===== config.mk =====
export PLATFORM = sky130hd
export DESIGN_NAME = if_stage
export DESIGN_NICKNAME = d
export VERILOG_FILES = /design/src/rtl/if_stage.sv
export SDC_FILE = /design/constraint.sdc
export NUM_CORES = 1
export LEC_CHECK = 0
export CAP_MARGIN = 30
export CELL_PAD_IN_SITES_DETAIL_PLACEMENT = 0
export CELL_PAD_IN_SITES_GLOBAL_PLACEMENT = 1
export CORE_MARGIN = 2
export CORE_UTILIZATION = 34
export DETAILED_ROUTE_END_ITERATION = 10
export GPL_TIMING_DRIVEN = 0
export HOLD_SLACK_MARGIN = 0.12
export PLACE_DENSITY = 0.8
export REMOVE_ABC_BUFFERS = 1
export SYNTH_ARGS = -nofsm -noshare
export SYNTH_HDL_FRONTEND = slang
export SYNTH_SLANG_ARGS = --single-unit
export TNS_END_PERCENT = 30

===== constraint.sdc =====
create_clock -name clk -period 4.65 [get_ports clk]
set_input_delay 0.6975 -clock clk [delete_from_list [all_inputs] [get_ports clk]]
set_output_delay 0.6975 -clock clk [all_outputs]
set_load 0.02 [all_outputs]

===== src/rtl/if_stage.sv =====
// Instruction fetch stage: PC register, next-PC select, synchronous IM interface
// and the decode-side instruction slot with hold/replay, flush and fetch counting.
//
// state  | meaning
// BOOT   | first cycle after reset; IM_DO not yet valid, slot forced to NOP
// RUN    | normal fetch; slot driven from IM_DO, replay register or NOP
module if_stage (
  input  logic        clk,
  input  logic        rst,
  input  logic [1:0]  pc_sel,
  input  logic [1:0]  instr_sel,
  input  logic [31:0] target_pc,
  input  logic [31:0] IM_DO,
  output logic [31:0] im_addr,
  output logic        IM_CEB,
  output logic [31:0] pc_ID,
  output logic [31:0] instr_ID,
  output logic        valid_ID,
  output logic [31:0] fetch_cnt
);

  localparam logic [0:0]  S_BOOT = 1'b0;
  localparam logic [0:0]  S_RUN  = 1'b1;
  localparam logic [31:0] NOP    = 32'h0000_0013;

  logic [0:0]  r_state;
  logic [31:0] r_pc;
  logic [31:0] r_pc_id;
  logic [31:0] r_instr_hold;
  logic        r_valid_hold;
  logic [31:0] r_fetch_cnt;

  logic [31:0] w_pc_next;
  logic [31:0] w_instr;
  logic        w_valid;
  logic        w_fetch_inc;

  // Next PC depends only on pc_sel/target_pc, never on IM_DO.
  always_comb begin
    case (pc_sel)
      2'b01:   w_pc_next = target_pc & 32'hFFFF_FFFC;
      2'b10:   w_pc_next = r_pc;
      default: w_pc_next = r_pc + 32'd4;
    endcase
  end

  always_comb begin
    w_instr = NOP;
    w_valid = 1'b0;
    if (r_state == S_RUN) begin
      if (instr_sel[1]) begin
        w_instr = NOP;
        w_valid = 1'b0;
      end else if (instr_sel[0]) begin
        w_instr = r_instr_hold;
        w_valid = r_valid_hold;
      end else begin
        w_instr = IM_DO;
        w_valid = 1'b1;
      end
    end
  end

  assign w_fetch_inc = w_valid && (instr_sel == 2'b00);

  always_ff @(posedge clk or posedge rst) begin
    if (rst) begin
      r_state      <= S_BOOT;
      r_pc         <= 32'd0;
      r_pc_id      <= 32'd0;
      r_instr_hold <= NOP;
      r_valid_hold <= 1'b0;
      r_fetch_cnt  <= 32'd0;
    end else begin
      r_state      <= S_RUN;
      r_pc         <= w_pc_next;
      r_instr_hold <= w_instr;
      r_valid_hold <= w_valid;
      if (pc_sel != 2'b10) r_pc_id <= r_pc;
      if (w_fetch_inc) r_fetch_cnt <= r_fetch_cnt + 32'd1;
    end
  end

  assign im_addr   = r_pc;
  assign IM_CEB    = rst;
  assign pc_ID     = r_pc_id;
  assign instr_ID  = w_instr;
  assign valid_ID  = w_valid;
  assign fetch_cnt = r_fetch_cnt;

endmodule


==> results.toml, run 1 <==
[outcome]
outcome = "complete, no violations"

[layout]
fillCellCount = 1520
finalNonFillerCells = 998
multi_input_area_um2 = 2480
fin_util_pct = 51.8
antenna_cells = 0
regArea_um2 = 3160
final_nets = 837
drive_gt1_share_pct = 7.46
syn2layout_area_growth_pct = 48.0

[timing]
fmax_mhz = 303
setup_tns_ns = 0
hold_viol_final = 0
worstMarginPinSlew_ns = 0.958
maxSlewHeadroom_pct = 36.0
post-route-min-period_ns = 3.30
maxSlewViolCount = 0
fin_skew_ns = 0.00546
setup-violations-final = 0
post-route-period-util_pct = 71.0
rsz0062_at_grt = "no"

[critical_path]
r2r-end = "im_addr[31]"
r2r_slack_ns = 2.00
critical_path_required_ns = 4.94
crit_buf_inv = 3
crit_path_max_incr_delay_ns = 0.88
cpMaxStageDelayCell = "clkdlybuf4s50_1"
crit_end = "im_addr[19]"
start_kind = "input pin"
worst_path_most_repeated_cell = "nand2_1"
r2r_cells = 5
critPathMaxFanout = 19
worstSetupStartpoint = "pc_sel[1]"
end_kind = "register"
r2r-start = "im_addr[11]"
path_cells = "clkdlybuf4s50_1 > inv_1 > nand2_1 > buf_8 > nand2_1 > o32ai_1 > nor2_1"
crit_arrival_ns = 3.59
cpLargestDelayFamily = "buffers and inverters"
cp.depth = 7
crit_type = "input pin to register"

[pwr]
total_leakage_power_nw = 3.67
vdd_ir_drop_max_v = 0.000265
power_mw = 3.52
power_density_nw_per_um2 = 409

[floorplan]
die-area_um2 = 18200
ios = 200
die_y_um = 135
placementRows = 47
fp.dieW_um = 135
core_um2 = 16600
start_util_pct = 35.0

[detailed_routing]
avgRoutedWirePerCell_um = 16.6
route.vias.total = 4965
routed_wl_mm = 16.5
ant_nets = 0
drc = 0
dr_wl_met2_mm = 7.81
routed-wl-met3_mm = 1.36
drt_iter0_markers = 240
top_layer = "met4"
wl_met1_mm = 7.09
viasPerCell = 4.97
drt-pass1-iter-count = 4

[clocking]
numCtsBuffers = 17
cts_buffer_depth = 2
cts_root_buf = "clkbuf_16"
clock_latency_ns = 0.41
tritoncts = "yes"
clock-sinks = 126
cts_resized = 0
postCtsSetupRepairBufs = 0
clk_pin_slew_ns = 0.06
postCtsHoldBufs = 0
cts.htree.levels = 4

[synthesis]
ys.warnings.count = 0
syn_inst = 582
syn_area_per_cell_um2 = 10.0
yosysMostFrequentCell = "dfrtp_1"
ys_seq_elements = 126
netlist-cell-type-count = 42
synth-edff-count = 0
synth_commonest_cells = "dfrtp_1 (123), nand2_1 (101), nor2_1 (53)"
yosys-top-cells-area = "dfrtp_1 (53%), nand2_1 (6.5%), mux2i_1 (5.2%)"
yosys.area.top_type = "dfrtp_1"
syn_area_um2 = 5820
synth_top_area_share_pct = 52.9
synth_flop_cell = "dfrtp_1"
ys_async_sr_fraction_pct = 100
ys_seq_area_share_pct = 54.2

[placed_design]
gp_congestion = 0.774
dp_cells = 966
port_buffers = 193
dp_hpwl_mm = 11.6

[grt]
grt_pass1_wl_mm = 26.6
antenna_found_initial = 0
grt_max_degree = 77
grt.total_usage_pct = 18.5
grt_pass1_vias = 5053
grt_overflow = 0

[run]
drv_cap = 0

[hold_path]
min_from = "pc_ID[16]"
hold_class = "register to register"
-- routing by layer --
layer | GRT usage, % | vias up
met5 | 0 | -
met4 | 6.73 | 0
met3 | 6.31 | 23
met2 | 30.3 | 173
met1 | 22.8 | 2383
li1 | - | 2386
-- registers in the layout (all words and copies together), names as in the netlist --
| name | flops |
|---|---|
| fetch_cnt | 32 |
| r_instr_hold | 32 |
| im_addr | 30 |
| pc_ID | 30 |
| r_state | 1 |
| r_valid_hold | 1 |
-- how the worst min path moves through the flow --
stage	end	slack, ns	cells after the start
5_1_grt	pc_ID[16]	0.49	2
2_1_floorplan	fetch_cnt[31]	0.58	1
3_3_place_gp	pc_ID[19]	0.45	2
6_report	pc_ID[16]	0.46	2
4_1_cts	pc_ID[7]	0.47	2
3_5_place_dp	pc_ID[7]	0.46	2
-- worst register-to-register path, stage by stage, from the launching register on --
cell	delay, ns
dfrtp_1	0.50
nand4_2	0.20
or4_1	0.73
or4_4	0.60
maj3_2	0.32
a221oi_2	0.21
-- cells by family after synthesis --
logic type	Yosys count	synth area share (%)
other	2	0.129
adder cells (fa/ha/maj)	19	3.37
XOR/XNOR	33	4.97
AND/OR/NAND/NOR	262	21.1
buffers and inverters	49	3.50
multiplexers	31	5.35
flip-flops	126	54.2
AO/OA/AOI/OAI	60	7.35
-- stage by stage --
step / instance area [um2] / worst slack [ns] / hold WS, ns
final: 8620 / 1.35 / 0.465
after detailed placement: 8000 / 0.912 / 0.455
after global placement: 7880 / -1.32 / 0.454
after floorplan: 5670 / 0.602 / 0.582
after global routing: 8620 / 1.17 / 0.486
after CTS: 8620 / 1.35 / 0.469
-- power by group --
group / internal, mW / total, mW / switching, mW
Combinational: 0.379 / 0.788 / 0.409
Sequential: 1.22 / 1.36 / 0.144
Clock: 0.871 / 1.37 / 0.501
Total: 2.47 / 3.52 / 1.05
-- layout make-up --
type / count / area share [%]
flip-flops and latches: 126 / 36.6
multi-input cells: 410 / 28.8
repair buffers: 199 / 23.7
clock buffers: 19 / 5.26
well taps: 220 / 3.19
clock inverters: 13 / 1.90
inverters: 11 / 0.537
-- layout by cell type, fill, tap and decap left out, types with 3 or more instances in the layout --
cell / instances
nand3_1: 38
nand4_1: 13
o32ai_1: 5
inv_1: 10
a211o_1: 3
nor4_1: 4
and3_1: 11
nand2_1: 101
o21ai_0: 14
clkinvlp_4: 5
xor2_1: 4
mux2i_1: 30
nor2_1: 53
o22ai_1: 6
a21oi_1: 16
and4_1: 9
and2_1: 5
nor2b_1: 5
dfstp_2: 3
clkdlybuf4s50_1: 192
clkbuf_16: 17
nor3_1: 13
conb_1: 5
dfrtp_1: 123
bufinv_16: 3
maj3_1: 16
xnor2_1: 29
o221a_2: 9
Power figures use the tool's default switching activity.
==> run 2, diff against run 1 <==
==> constraint.sdc (replaced) <==
create_clock -name clk -period 3.4 [get_ports clk]
set_input_delay 0.51 -clock clk [delete_from_list [all_inputs] [get_ports clk]]
set_output_delay 0.51 -clock clk [all_outputs]
set_load 0.02 [all_outputs]
==> results of run 2 <==
Same layout as run 1 (identical final DEF). Status: complete, no violations.
Among the figures that moved: setup slack after placement 0.912 ns -> -0.150 ns; setup slack after layout 1.35 ns -> 0.288 ns; register-to-register setup slack 2.00 ns -> 0.75 ns; total power 3.52 mW -> 4.82 mW; worst IR drop on VDD 0.000265 V -> 0.000363 V
